[config.mk]
export PLATFORM = sky130hd
export DESIGN_NAME = keypad_ctrl
export DESIGN_NICKNAME = d
export VERILOG_FILES = /design/src/rtl/calc_pkg.sv /design/src/rtl/keypad_scan.sv /design/src/rtl/keypad_ctrl.sv
export SDC_FILE = /design/constraint.sdc
export NUM_CORES = 1
export LEC_CHECK = 0
export BUFFER_PORTS_ARGS = -buffer_cell sky130_fd_sc_hd__buf_4
export CORE_MARGIN = 4
export CORE_UTILIZATION = 58
export CTS_CLUSTER_DIAMETER = 80
export DETAILED_ROUTE_END_ITERATION = 7
export PLACE_DENSITY_LB_ADDON = 0.2
export SLEW_MARGIN = 30
export SYNTH_ARGS = -nofsm -noshare
export SYNTH_HDL_FRONTEND = slang
export SYNTH_HIERARCHICAL = 1
export SYNTH_SLANG_ARGS = --single-unit
export TNS_END_PERCENT = 10
[constraint.sdc]
create_clock -name clk -period 5.5 [get_ports clk]
set_input_delay 0.55 -clock clk [delete_from_list [all_inputs] [get_ports clk]]
set_output_delay 0.55 -clock clk [all_outputs]
set_load 0.005 [all_outputs]
[src/rtl/calc_pkg.sv]
// Shared constants for the calculator front end: key codes, operator and
// save_enable encodings, sequencer states and the key-matrix map.
package calc_pkg;

  localparam logic [3:0] KEY_ADD = 4'd10;
  localparam logic [3:0] KEY_SUB = 4'd11;
  localparam logic [3:0] KEY_MUL = 4'd12;
  localparam logic [3:0] KEY_DIV = 4'd13;
  localparam logic [3:0] KEY_EQU = 4'd14;
  localparam logic [3:0] KEY_CLR = 4'd15;

  localparam logic [1:0] OPR_ADD = 2'b00;
  localparam logic [1:0] OPR_SUB = 2'b01;
  localparam logic [1:0] OPR_MUL = 2'b10;
  localparam logic [1:0] OPR_DIV = 2'b11;

  localparam logic [1:0] SAVE_NONE = 2'b00;
  localparam logic [1:0] SAVE_OP1  = 2'b01;
  localparam logic [1:0] SAVE_OPR  = 2'b10;
  localparam logic [1:0] SAVE_OP2  = 2'b11;

  typedef enum logic [1:0] {
    S_OP1 = 2'd0,
    S_OP2 = 2'd1,
    S_RES = 2'd2
  } seq_state_e;

  function automatic logic [3:0] key_lookup(input logic [1:0] r, input logic [1:0] c);
    logic [3:0] code;
    case ({r, c})
      4'b00_00: code = 4'd1;
      4'b00_01: code = 4'd2;
      4'b00_10: code = 4'd3;
      4'b00_11: code = KEY_ADD;
      4'b01_00: code = 4'd4;
      4'b01_01: code = 4'd5;
      4'b01_10: code = 4'd6;
      4'b01_11: code = KEY_SUB;
      4'b10_00: code = 4'd7;
      4'b10_01: code = 4'd8;
      4'b10_10: code = 4'd9;
      4'b10_11: code = KEY_MUL;
      4'b11_00: code = KEY_CLR;
      4'b11_01: code = 4'd0;
      4'b11_10: code = KEY_EQU;
      default:  code = KEY_DIV;
    endcase
    return code;
  endfunction

endpackage

[src/rtl/keypad_scan.sv]
// Column scanner, per-frame key capture and debouncer for the 4x4 matrix.
// Emits a single key_valid pulse per accepted press.
module keypad_scan
  import calc_pkg::*;
#(
  parameter int unsigned SCAN_DIV = 1000,
  parameter int unsigned DEBOUNCE = 3
) (
  input  logic       clk,
  input  logic       rst,
  input  logic [3:0] row,
  output logic [3:0] col,
  output logic       key_valid,
  output logic [3:0] key_code
);

  localparam int unsigned DivW = (SCAN_DIV > 1) ? $clog2(SCAN_DIV) : 1;
  localparam int unsigned CntW = $clog2(DEBOUNCE + 1);
  localparam logic [DivW-1:0] DivLast = DivW'(SCAN_DIV - 1);
  localparam logic [CntW-1:0] CntMax  = CntW'(DEBOUNCE);

  logic [DivW-1:0] div_q, div_d;
  logic [1:0]      idx_q, idx_d;
  logic [3:0]      col_q, col_d;
  logic            hit_q, hit_d;
  logic [3:0]      hit_code_q, hit_code_d;
  logic            prev_vld_q, prev_vld_d;
  logic [3:0]      prev_code_q, prev_code_d;
  logic [CntW-1:0] stable_q, stable_d;
  logic            armed_q, armed_d;
  logic            key_valid_q, key_valid_d;
  logic [3:0]      key_code_q, key_code_d;

  logic            slot_end, frame_end, row_hit, same;
  logic [1:0]      row_sel;
  logic            fvld;
  logic [3:0]      fcode;
  logic [CntW-1:0] stable_nx;

  // Lowest-numbered low row wins within a column.
  always_comb begin
    row_sel = 2'd0;
    for (int i = 3; i >= 0; i--) begin
      if (!row[i]) row_sel = 2'(i);
    end
  end

  always_comb begin
    slot_end  = (div_q == DivLast);
    frame_end = slot_end && (idx_q == 2'd3);
    row_hit   = (row != 4'hF);
    fvld      = hit_q || (slot_end && row_hit);
    fcode     = hit_q ? hit_code_q : key_lookup(row_sel, idx_q);
    same      = (fvld == prev_vld_q) && (!fvld || (fcode == prev_code_q));
    if (!same)                  stable_nx = CntW'(1);
    else if (stable_q < CntMax) stable_nx = stable_q + 1'b1;
    else                        stable_nx = CntMax;
  end

  always_comb begin
    div_d       = slot_end ? '0 : div_q + 1'b1;
    idx_d       = idx_q;
    col_d       = col_q;
    hit_d       = hit_q;
    hit_code_d  = hit_code_q;
    prev_vld_d  = prev_vld_q;
    prev_code_d = prev_code_q;
    stable_d    = stable_q;
    armed_d     = armed_q;
    key_valid_d = 1'b0;
    key_code_d  = key_code_q;

    if (slot_end) begin
      idx_d = idx_q + 2'd1;
      col_d = ~(4'b0001 << idx_d);
      if (!hit_q && row_hit) begin
        hit_d      = 1'b1;
        hit_code_d = fcode;
      end
    end

    if (frame_end) begin
      hit_d       = 1'b0;
      prev_vld_d  = fvld;
      prev_code_d = fcode;
      stable_d    = stable_nx;
      if (fvld && armed_q && (stable_nx == CntMax)) begin
        key_valid_d = 1'b1;
        key_code_d  = fcode;
        armed_d     = 1'b0;
      end else if (!fvld && (stable_nx == CntMax)) begin
        armed_d = 1'b1;
      end
    end
  end

  always_ff @(posedge clk) begin
    if (rst) begin
      div_q       <= '0;
      idx_q       <= 2'd0;
      col_q       <= 4'b1110;
      hit_q       <= 1'b0;
      hit_code_q  <= 4'd0;
      prev_vld_q  <= 1'b0;
      prev_code_q <= 4'd0;
      stable_q    <= '0;
      armed_q     <= 1'b1;
      key_valid_q <= 1'b0;
      key_code_q  <= 4'd0;
    end else begin
      div_q       <= div_d;
      idx_q       <= idx_d;
      col_q       <= col_d;
      hit_q       <= hit_d;
      hit_code_q  <= hit_code_d;
      prev_vld_q  <= prev_vld_d;
      prev_code_q <= prev_code_d;
      stable_q    <= stable_d;
      armed_q     <= armed_d;
      key_valid_q <= key_valid_d;
      key_code_q  <= key_code_d;
    end
  end

  assign col       = col_q;
  assign key_valid = key_valid_q;
  assign key_code  = key_code_q;

endmodule

[src/rtl/keypad_ctrl.sv]
// Calculator front end: keypad scanner plus the entry sequencer that drives
// the memory stage with registered strobes and held num/operator values.
module keypad_ctrl
  import calc_pkg::*;
#(
  parameter int unsigned SCAN_DIV = 1000,
  parameter int unsigned DEBOUNCE = 3
) (
  input  logic       clk,
  input  logic       rst,
  input  logic [3:0] row,
  output logic [3:0] col,
  output logic [3:0] num,
  output logic [1:0] operator,
  output logic [1:0] save_enable,
  output logic       clear_enable,
  output logic       equ_enable,
  output logic       op_enable
);

  logic       key_valid;
  logic [3:0] key_code;

  keypad_scan #(
    .SCAN_DIV(SCAN_DIV),
    .DEBOUNCE(DEBOUNCE)
  ) u_scan (
    .clk      (clk),
    .rst      (rst),
    .row      (row),
    .col      (col),
    .key_valid(key_valid),
    .key_code (key_code)
  );

  seq_state_e state_q, state_d;
  logic [2:0] dcnt_q, dcnt_d;
  logic [3:0] num_q, num_d;
  logic [1:0] opr_q, opr_d;
  logic [1:0] save_q, save_d;
  logic       clr_q, clr_d;
  logic       equ_q, equ_d;
  logic       ope_q, ope_d;
  logic       pend_q, pend_d;
  logic [3:0] pend_dig_q, pend_dig_d;

  logic       is_dig, is_op, is_equ, is_clr;
  logic [3:0] opr_off;

  always_comb begin
    is_dig  = (key_code <= 4'd9);
    is_op   = (key_code >= KEY_ADD) && (key_code <= KEY_DIV);
    is_equ  = (key_code == KEY_EQU);
    is_clr  = (key_code == KEY_CLR);
    opr_off = key_code - KEY_ADD;
  end

  always_comb begin
    state_d    = state_q;
    dcnt_d     = dcnt_q;
    num_d      = num_q;
    opr_d      = opr_q;
    save_d     = SAVE_NONE;
    clr_d      = 1'b0;
    equ_d      = 1'b0;
    ope_d      = 1'b0;
    pend_d     = 1'b0;
    pend_dig_d = pend_dig_q;

    if (key_valid && is_clr) begin
      clr_d   = 1'b1;
      dcnt_d  = 3'd0;
      state_d = S_OP1;
    end else if (pend_q) begin
      // Second half of a digit typed after '=': clear went out last cycle.
      num_d   = pend_dig_q;
      save_d  = SAVE_OP1;
      dcnt_d  = 3'd1;
      state_d = S_OP1;
    end else if (key_valid) begin
      case (state_q)
        S_OP1: begin
          if (is_dig && (dcnt_q < 3'd4)) begin
            num_d  = key_code;
            save_d = SAVE_OP1;
            dcnt_d = dcnt_q + 3'd1;
          end else if (is_op && (dcnt_q != 3'd0)) begin
            opr_d   = opr_off[1:0];
            save_d  = SAVE_OPR;
            dcnt_d  = 3'd0;
            state_d = S_OP2;
          end
        end
        S_OP2: begin
          if (is_dig && (dcnt_q < 3'd4)) begin
            num_d  = key_code;
            save_d = SAVE_OP2;
            dcnt_d = dcnt_q + 3'd1;
          end else if (is_op && (dcnt_q == 3'd0)) begin
            opr_d  = opr_off[1:0];
            save_d = SAVE_OPR;
          end else if (is_equ && (dcnt_q != 3'd0)) begin
            equ_d   = 1'b1;
            state_d = S_RES;
          end
        end
        S_RES: begin
          if (is_dig) begin
            clr_d      = 1'b1;
            pend_d     = 1'b1;
            pend_dig_d = key_code;
          end else if (is_op) begin
            ope_d   = 1'b1;
            opr_d   = opr_off[1:0];
            save_d  = SAVE_OPR;
            dcnt_d  = 3'd0;
            state_d = S_OP2;
          end
        end
        default: state_d = S_OP1;
      endcase
    end
  end

  always_ff @(posedge clk) begin
    if (rst) begin
      state_q    <= S_OP1;
      dcnt_q     <= 3'd0;
      num_q      <= 4'd0;
      opr_q      <= OPR_ADD;
      save_q     <= SAVE_NONE;
      clr_q      <= 1'b0;
      equ_q      <= 1'b0;
      ope_q      <= 1'b0;
      pend_q     <= 1'b0;
      pend_dig_q <= 4'd0;
    end else begin
      state_q    <= state_d;
      dcnt_q     <= dcnt_d;
      num_q      <= num_d;
      opr_q      <= opr_d;
      save_q     <= save_d;
      clr_q      <= clr_d;
      equ_q      <= equ_d;
      ope_q      <= ope_d;
      pend_q     <= pend_d;
      pend_dig_q <= pend_dig_d;
    end
  end

  assign num          = num_q;
  assign operator     = opr_q;
  assign save_enable  = save_q;
  assign clear_enable = clr_q;
  assign equ_enable   = equ_q;
  assign op_enable    = ope_q;

endmodule

==> results of run 1 <==
[power by group through the flow]
stage | combinational (µW) | clock [µW] | sequential, µW
6_report | 32.7 | 254 | 401
5_1_grt | 36.5 | 278 | 402
4_1_cts | 32.8 | 260 | 401
3_5_place_dp | 32.6 | 0 | 411
3_3_place_gp | 32.1 | 0 | 411
2_1_floorplan | 22.7 | 0 | 410
[layer usage]
layer	vias to the layer above	GRT usage	wire (µm)
met1	1226	0.271	2950
met4	0	0.0709	73
met3	9	0.0344	223
met2	57	0.378	3290
met5	-	0	0
li1	1314	-	-
[cell families (layout without fill, tap and decap cells)]
kind of cell    Yosys count  count (layout)  share of synthesized area
flops                    55              55                      0.353
fa+ha+maj                14              14                     0.0561
compound gates           76              76                      0.181
simple gates            145             145                      0.262
mux                      19              19                     0.0649
buf+inv                  33              44                     0.0473
xor+xnor                 12              12                     0.0361
[registers in the layout (all words and copies together) (netlist names), 3 cells and up]
| signal | cells |
|---|---|
| u_scan/col | 4 |
| dcnt_q | 3 |
| u_scan/div_q | 10 |
| u_scan/prev_code_q | 4 |
| pend_dig_q | 4 |
| u_scan/key_code | 4 |
| num | 4 |
| u_scan/hit_code_q | 4 |
[final cells by class]
type / count / area share
clock inverter: 1 / 0.00889
clock buffer: 6 / 0.0215
inverter: 17 / 0.0189
multi-input combinational: 266 / 0.555
timing repair buffer: 20 / 0.0444
sequential: 55 / 0.326
tap: 70 / 0.0259
[path summary, 6_finish.rpt]
path | start | end | slack [ns] | cells past startpoint
max | u_scan/idx_q[0] | u_scan/key_code[2] | 2.80 | 8
min | u_scan/col[2] | u_scan/col[2] | 0.47 | 1
max reg2reg | u_scan/idx_q[0] | u_scan/key_code[2] | 2.80 | 8
min reg2reg | u_scan/col[2] | u_scan/col[2] | 0.47 | 1
[synthesized netlist by cell type, drive strengths merged (2+ instances only)]
| master | instances | area share |
|---|---|---|
| o41ai | 3 | 0.0084 |
| mux2i | 15 | 0.048 |
| or4b | 2 | 0.0064 |
| ha | 14 | 0.056 |
| and2 | 2 | 0.0048 |
| inv | 16 | 0.019 |
| a2111o | 2 | 0.0072 |
| a21boi | 3 | 0.0072 |
| a21oi | 16 | 0.026 |
| o21a | 5 | 0.012 |
| o21ai | 8 | 0.013 |
| a211o | 5 | 0.014 |
| o211ai | 2 | 0.0048 |
| clkbuf | 10 | 0.012 |
| nand3b | 2 | 0.0048 |
| nand2 | 19 | 0.024 |
| and4b | 2 | 0.0064 |
| dfxtp | 55 | 0.35 |
| nand3 | 15 | 0.029 |
| mux2 | 4 | 0.017 |
| and4 | 4 | 0.012 |
| nor3b | 3 | 0.0088 |
| a211oi | 10 | 0.024 |
| nand4 | 8 | 0.016 |
| nand2b | 7 | 0.014 |
| a311oi | 3 | 0.0084 |
| buf | 5 | 0.012 |
| xor2 | 7 | 0.022 |
| nor2b | 6 | 0.012 |
| o31a | 2 | 0.0056 |
| and3 | 8 | 0.018 |
| nor2 | 47 | 0.056 |
| o311ai | 3 | 0.0084 |
| xnor2 | 5 | 0.014 |
| nor3 | 12 | 0.024 |
| a31oi | 4 | 0.0080 |
[through the flow]
step                total power [µW]  cell area [µm²]  setup WS, ns  hold WS, ns
detailed placement               443             3280          2.83        0.455
global placement                 443             3280          2.92        0.447
global route                     717             3380          2.63        0.502
floorplan                        433             3120          2.96        0.430
CTS                              694             3380          2.82        0.479
finish                           688             3380          2.80        0.472
[critical path, stage by stage (launching register included)]
cell and delay (ns):
dfxtp_1 0.53, inv_1 0.16, ha_1 0.37, nand4bb_1 0.24, a2111o_1 0.45, o311ai_0 0.17
and4b_1 0.27, nand3_2 0.11, mux2_4 0.30
==> impl_results.md, run 1 <==
* Asr flop ratio synth at 0
* Routability cong. at around 0.86
* Rel. slew slack at 0.602
* Initial DRC Count at between 150 and 200
* Post-synthesis sequential area ratio at 0.353
* Crit end category: register
* Number of global-route vias before repair at 2,477
* Leak at 0.00125 µW
* Via count at about 2.6k
* First-pass GRT wire length at 11.4 mm
* Core area at slightly above 5000 µm²
* Layout area overhead at 8.21%
* Startpoint Class: register
* Crit share post-route at 0.491
* Most common cell after layout, fill and taps aside: dfxtp_1
* Register area at 1100 µm²
* Syn nets at between 300 and 400
* Clk_skew at about 0.0083 ns
* Status: complete, no violations
* Post-CTS Setup Bufs at 0
* Mean Syn Cell Area at 8.82 µm²
* P_sw at 142 µW
* H-Tree Level Count at 2
* Ratio of cells with drive above 1 in the final layout at 0.140
* Post-DP HPWL at 4.85 mm
* Top Ports at 21
* Core Util, Final at 0.653
* Achievable Freq at 370 MHz
* Max-slew violation count at 0
* Cell Area, Synth at 3120 µm²
* Antenna Nets Post-Route at 0
* Seq pwr share at 0.583
* Nets at 385
* Gr ovfl total at 0
* CTS resizes at 0
* DIE AREA at around 6600 µm²
* CTS clock-pin slew for the worst setup and hold paths at 0.09 ns
* Post-synth EDFFs at 0
* Number of fill cells in the layout at about 450
* Sink Count at 55
* CP max FO at 11
* Synth warnings at 6
* CTS Hold Bufs at 0
* Vias per inst at between 5 and 6
* Critical path data required time at 5.70 ns
* Final setup TNS at 0 ns
* Gr usage total at 0.217
* Final cell count without fillers at 435
* Unrepaired setup endpoints after global routing: false
* Max-cap violations at 0
* Clock buffer count from CTS at 5
* Register bit count reported by yosys at 55
* DRC at 0
* # diodes at 0
* Die W at a little over 80 µm
* Power share of the combinational group at 0.048
* Net Sw Frac at 0.207
* Synth cell types at 70
* Multi-input logic area at ~1900 µm²
* Clock buffer depth at 2
* Routed Wire Length at around 6.5 mm
* Largest net degree at the start of global routing at 45
* Die H at 81.4 µm
* Synth Instances at 354
* Initial DRT Pass Iterations at 4
* Final min period at 2.70 ns
* Critical path class: reg2reg
* Port buffer count at 20
* Initial antenna violation count at 0
* PD cells at roughly 200 nW/µm²
* WP data arrival at about 2.9 ns
* Fin. Hold Viols at 0
* Pint at 546 µW
* Starting Density at 0.604
* Worst-Margin Slew at 0.590 ns
* Worst Hold Class: reg2reg
* Clock network power share at 0.369
* Worst VDD drop at between 0.15 and 0.2 mV
* Inst Count DP at 428
* Clk_lat worst skew at 0.30 ns
* Final setup violation count at 0
* Row count at 26
* Post-DR wirelength/cell at 15.0 µm
* CTS root buf: clkbuf_8
* Commonest non-fill, non-tap cells in the layout: 55 x dfxtp_1, 47 x nor2_1, 20 x buf_4
* Top_reg_cell synth: dfxtp_1
* CTS tree: built
No activity file was read; power rests on OpenSTA's default activity.
==> run 2, diff against run 1 <==
- CORE_UTILIZATION: 58 -> 54
- clock period: 5.5 -> 2.45 ns (I/O delays scaled with it)
==> run 2 against run 1 <==
Sequential share of layout area shrank 0.65 points; final cell count grew 2.5%; register-to-register slack lost 2.7 ns; combinational power grew 140%; die area grew 6.7%; global-route usage shrank 2.7 points; first-iteration DRC count shrank 37%; wire length grew 1.6%; maximum frequency grew 16%; worst setup slack lost 2.7 ns; non-clock buffer count grew 8.
==> impl_results.md, run 2 (synthesis gave the netlist of run 1 again) <==
* Status: complete, no violations
* Max-cap violations at 0 (unchanged)
* Biggest register: u_scan/div_q
* Total power at 1500 µW (+120%)
* Critical path class: reg2reg
* Worst Hold Slack at 0.355 ns (-0.117 ns)
* CTS clock-pin slew for the worst setup and hold paths at 0.10 ns (about the same)
* First-pass GRT wire length at 11.2 mm (-2.2%)
* Sink Count at 55 (unchanged)
* Vias per inst at 5.83 (-2.7%)
* Die W at 84.1 µm (+3.3%)
* Initial DRC Count at 103 (-37%)
* Number of global-route vias before repair at 2,446 (-1.3%)
* Most common cell after layout, fill and taps aside: dfxtp_1
* WP data arrival at 2.55 ns (-0.35 ns)
* # diodes at 0 (unchanged)
* Fin. Hold Viols at 0 (unchanged)
* CP max FO at 5 (-6)
* Pint at 1140 µW (+110%)
* Final setup TNS at 0 ns (unchanged)
* Critical path data required time at 2.66 ns (-3.04 ns)
* Max reg flops at 10 (unchanged)
* R2R depth at 8 (unchanged)
* Final cell count without fillers at 446 (+2.5%)
* Achievable Freq at 428 MHz (+16%)
* Worst-Margin Slew at 0.504 ns (-0.0855 ns)
* Gr ovfl total at 0 (unchanged)
* DIE AREA at 7060 µm² (+6.7%)
* Initial antenna violation count at 0 (unchanged)
* Clock network power share at 0.346 (-0.023)
* Leak at 0.00129 µW (+3.1%)
* Rel. slew slack at 0.661 (+0.0591)
* Worst Setup EP: u_scan/key_code[2]
* Starting Density at 0.560 (-0.0435)
* Gr usage total at 0.190 (-0.0270)
* P_sw at 365 µW (+160%)
* Antenna Nets Post-Route at 0 (unchanged)
* CTS root buf: clkbuf_8
* Post-DR wirelength/cell at 14.9 µm (-0.87%)
* Ratio of cells with drive above 1 in the final layout at 0.166 (+0.0260)
* CTS Hold Bufs at 0 (unchanged)
* Seq pwr share at 0.601 (+0.018)
* Routability cong. at 0.912 (+6.1%)
* PD cells at 435 nW/µm² (+110%)
* Clock buffer depth at 2 (unchanged)
* Nets at 393 (+2.1%)
* Post-DP HPWL at 4.92 mm (+1.5%)
* Die H at 84.1 µm (+3.3%)
* H-Tree Level Count at 2 (unchanged)
* Clk_skew at 0.00798 ns (-0.000322 ns)
* Routed Wire Length at 6.65 mm (+1.6%)
* Largest net degree at the start of global routing at 45 (unchanged)
* Reg2reg end: u_scan/key_code[2]
* Net Sw Frac at 0.243 (+0.0366)
* Post-CTS Setup Bufs at 0 (unchanged)
* CTS tree: built
* Crit end category: register
* Layout area overhead at 10.4%
* Power share of the combinational group at 0.053 (+0.005)
* R2R setup slack at 0.11 ns (-2.69 ns)
* Via count at 2,601 (-0.19%)
* Final setup violation count at 0 (unchanged)
* Clk_lat worst skew at 0.31 ns (about the same)
* Initial DRT Pass Iterations at 4 (unchanged)
* CTS resizes at 0 (unchanged)
* Clock buffer count from CTS at 5 (unchanged)
* Worst Setup SP: u_scan/idx_q[1]
* Crit share post-route at 0.955 (+0.463)
* FF-to-FF Start: u_scan/idx_q[1]
* Core area at 5570 µm² (+7.8%)
* Worst VDD drop at 0.284 mV (+88%)
* Inst Count DP at 438 (+2.3%)
* Row count at 27 (+3.8%)
* Port buffer count at 20 (unchanged)
* Worst Hold Class: in2reg
* DRC at 0 (unchanged)
* Top Ports at 21 (unchanged)
* Final min period at 2.34 ns (-0.363 ns)
* Commonest non-fill, non-tap cells in the layout: 55 x dfxtp_1, 47 x nor2_1, 28 x buf_4
* Startpoint Class: register
* Max-slew violation count at 0 (unchanged)
run 2: cell count changes in the layout (fill, tap and decap cells not counted):
cell,previous run,this run
buf_4,20,28
bufinv_16,1,0
clkbuf_1,1,0
clkinv_2,0,1
clkinvlp_4,0,1
inv_8,0,1
nand4bb_1,1,0
nand4bb_4,0,1
o311ai_0,3,2
o311ai_1,0,1
run 2: cell type report:
| type | count | area [µm²] |
|---|---|---|
| Clock buffer | 5 | 68.8 |
| Timing Repair Buffer | 28 | 210 |
| Inverter | 17 | 63.8 |
| Multi-Input combinational cell | 266 | 1890 |
| Sequential cell | 55 | 1100 |
| Fill cell | 515 | 2130 |
| Clock inverter | 3 | 23.8 |
| Tap cell | 72 | 90.1 |
run 2: worst min path at each step:
stage	start	to	cells after the start
floorplan	rst	operator[1]	1
global placement	u_scan/div_q[0]	u_scan/div_q[0]	1
detailed placement	u_scan/col[3]	u_scan/col[3]	1
CTS	rst	u_scan/hit_code_q[2]	2
global route	rst	u_scan/hit_code_q[2]	2
finish	rst	u_scan/hit_code_q[2]	2
run 2: routing by layer:
metal | global-route usage | part of all wire | up-vias
met2 | 0.339 | 0.50 | 61
met1 | 0.230 | 0.44 | 1208
met3 | 0.0326 | 0.042 | 9
met5 | 0 | 0 | -
li1 | - | - | 1323
met4 | 0.0585 | 0.017 | 0
run 2: critical path, stage by stage, from the launching register on:
cell and delay, ns:
dfxtp_1 0.34, inv_1 0.10, ha_1 0.35, nand4bb_4 0.23, a2111o_1 0.43, o311ai_1 0.12, and4b_1 0.26, nand3_2 0.10
mux2_4 0.29
run 2: through the flow:
| stage | area, µm² | worst slack, ns | utilization |
|---|---|---|---|
| 3_3_place_gp | 3340 | 0.126 | 0.599 |
| 2_1_floorplan | 3130 | 0.0221 | - |
| 6_report | 3450 | 0.111 | 0.619 |
| 3_5_place_dp | 3340 | 0.0919 | 0.599 |
| 5_1_grt | 3450 | -0.00900 | 0.619 |
| 4_1_cts | 3430 | 0.0484 | 0.616 |
run 2: power groups by stage:
stage                     sequential, µW  combinational, µW  clock, µW
after floorplan                      921               50.9          0
after global placement               922               75.9          0
after detailed placement             922               76.9          0
after CTS                            902               77.2        540
after global routing                 903               87.4        574
final                                901               79.8        520
==> run 3, diff against run 2 <==
--- a/config.mk
+++ b/config.mk
@@ -11,5 +11,5 @@
 export CTS_CLUSTER_DIAMETER = 80
 export DETAILED_ROUTE_END_ITERATION = 7
-export PLACE_DENSITY_LB_ADDON = 0.2
+export PLACE_DENSITY = 0.75
 export SLEW_MARGIN = 30
 export SYNTH_ARGS = -nofsm -noshare
==> constraint.sdc (replaced) <==
create_clock -name clk -period 2.45 [get_ports clk]
set_input_delay 0 -clock clk [delete_from_list [all_inputs] [get_ports clk]]
set_output_delay 0 -clock clk [all_outputs]
set_load 0.005 [all_outputs]
==> run 3 against run 2 <==
Sequential share of layout area about the same; cell area about the same; core utilization barely moved; non-clock buffer count fell by 1; global-route usage down 0.40 points; final cell count shrank 0.22%; clock power is 3% higher; combinational power down 2%; first-iteration DRC count down 5.8%; sequential cell count is the same; via count unchanged; critical endpoint is now u_scan/key_code[3].
==> impl_results.md, run 3 (synthesis gave the netlist of run 1 again) <==
* Status: complete, no violations
* Gr usage total at 0.186 (-0.00403)
* Startpoint Class: register
* Routed Wire Length at 6.52 mm (-1.9%)
* DRC at 0 (unchanged)
* Worst VDD drop at 0.346 mV (+22%)
* Largest delay contributor family on the critical path: simple AND/OR/NAND/NOR gates
* Ratio of cells with drive above 1 in the final layout at 0.166 (+0.000444)
* Largest stage delay, worst path at 0.43 ns (about the same)
* Worst Setup SP: u_scan/idx_q[0]
* Slowest cell on crit path: a2111o_1
* Number of fill cells in the layout at 505 (-1.9%)
* Unrepaired setup endpoints after global routing: false
* Vias per inst at 5.84 (+0.22%)
* Startpoint of the worst hold path: rst
* Most common cell after layout, fill and taps aside: dfxtp_1
* Fin. Hold Viols at 0 (unchanged)
* CTS tree: built
* Post-DR wirelength/cell at 14.7 µm (-1.7%)
* Via count at 2,601 (unchanged)
* Layout area overhead at 10.4% (about the same)
* Clk_skew at 0.00984 ns (+0.00186 ns)
* Initial antenna violation count at 0 (unchanged)
* First-pass GRT wire length at 11.1 mm (-1.3%)
* Worst-Margin Slew at 0.515 ns (+0.0108 ns)
* Commonest non-fill, non-tap cells in the layout: 55 x dfxtp_1, 47 x nor2_1, 27 x buf_4
* Die W at 84.1 µm (unchanged)
* Starting Density at 0.560 (unchanged)
* Critical path class: reg2reg
* Final setup TNS at 0 ns (unchanged)
* Largest net degree at the start of global routing at 45 (unchanged)
* Max-cap violations at 0 (unchanged)
* CP max FO at 4 (-1)
* Nets at 392 (-0.25%)
* Initial DRT Pass Iterations at 5 (+1)
* Worst Hold Slack at 0.102 ns (-0.253 ns)
* Max-slew violation count at 0 (unchanged)
* Top Ports at 21 (unchanged)
* Post-CTS Setup Bufs at 0 (unchanged)
* Max reg flops at 10 (unchanged)
* Sink Count at 55 (unchanged)
* Initial DRC Count at 97 (-5.8%)
* WP buf/inv at 1 (unchanged)
* Final setup violation count at 0 (unchanged)
* Routability cong. at 0.921 (+1.0%)
* Row count at 27 (unchanged)
* Leak at 0.00128 µW (-0.36%)
* Crit end category: register
* Gr ovfl total at 0 (unchanged)
* Final min period at 2.37 ns (+0.0350 ns)
* Die H at 84.1 µm (unchanged)
* PD cells at 440 nW/µm² (+1.2%)
* DIE AREA at 7060 µm² (unchanged)
* Clock buffer count from CTS at 5 (unchanged)
* Antenna Nets Post-Route at 0 (unchanged)
* Port buffer count at 20 (unchanged)
* WP data arrival at 2.58 ns (+0.03 ns)
* CTS Hold Bufs at 0 (unchanged)
* Core area at 5570 µm² (unchanged)
* FF-to-FF Start: u_scan/idx_q[0]
* Post-DP HPWL at 4.80 mm (-2.4%)
* Number of global-route vias before repair at 2,447 (+0.041%)
* CTS root buf: clkbuf_8
* Clk_lat worst skew at 0.32 ns (about the same)
* Crit share post-route at 0.969 (+0.0143)
* # diodes at 0 (unchanged)
* H-Tree Level Count at 2 (unchanged)
* Worst Hold Class: in2reg
* CTS resizes at 0 (unchanged)
* Biggest register: u_scan/div_q
* Worst path cell trace: inv_1, ha_1, nand4bb_4, a2111o_1, o311ai_1, and4b_1, nand3_2, mux2_4
* Critical path data required time at 2.66 ns (about the same)
* Clock buffer depth at 2 (unchanged)
* CTS clock-pin slew for the worst setup and hold paths at 0.11 ns (about the same)
* Achievable Freq at 421 MHz (-1.5%)
* Rel. slew slack at 0.652 (-0.00916)
-- run 3: cell count changes in the layout (fill, tap and decap cells not counted) --
| cell | delta |
|---|---|
| ha_2 | +1 |
| clkinv_2 | -1 |
| inv_6 | +1 |
| buf_4 | -1 |
| ha_1 | -1 |
-- run 3: stage by stage --
step	utilization	total power [µW]	instance area, µm²	cells	setup slack, ns
2_1_floorplan	-	972	3130	354	0.0221
3_3_place_gp	0.598	996	3330	437	0.142
3_5_place_dp	0.598	997	3330	437	0.0663
4_1_cts	0.615	1530	3430	445	0.0429
5_1_grt	0.618	1580	3450	445	0.00496
6_report	0.618	1520	3450	445	0.0758
-- run 3: path summary, 6_finish.rpt --
kind                                to  slack, ns  cells past startpoint
setup / recovery    u_scan/key_code[3]       0.08                      8
hold / removal    u_scan/hit_code_q[0]       0.10                      2
setup reg to reg    u_scan/key_code[3]       0.08                      8
hold reg to reg          u_scan/col[1]       0.48                      1
-- run 3: worst reg2reg max path: cells and delay by family, from the launching register on --
| kind | cells | cell delay [ns] |
|---|---|---|
| adder cells (fa/ha/maj) | 1 | 0.37 |
| AO/OA/AOI/OAI | 2 | 0.57 |
| buffers and inverters | 1 | 0.09 |
| multiplexers | 1 | 0.29 |
| flip-flops | 1 | 0.36 |
| AND/OR/NAND/NOR | 3 | 0.60 |
-- run 3: power breakdown --
| part | switching, µW | leakage [µW] | internal (µW) |
|---|---|---|---|
| registers | 3.95 | 0.000444 | 898 |
| logic | 48.5 | 0.000790 | 29.9 |
| clock network | 325 | 0.0000467 | 213 |
-- run 3: per-layer routing --
| metal | share of wire | track usage |
|---|---|---|
| met4 | 0.025 | 0.0848 |
| met2 | 0.50 | 0.316 |
| met5 | 0 | 0 |
| met3 | 0.036 | 0.0296 |
| met1 | 0.44 | 0.229 |
-- run 3: area by class of cell --
type / count / area [µm²] / share of cell area
inverters: 17 / 63.8 / 0.0185
well taps: 72 / 90.1 / 0.0261
clock inverters: 3 / 27.5 / 0.00799
repair buffers: 27 / 203 / 0.0588
flip-flops and latches: 55 / 1100 / 0.319
multi-input cells: 266 / 1890 / 0.549
clock buffers: 5 / 68.8 / 0.0200
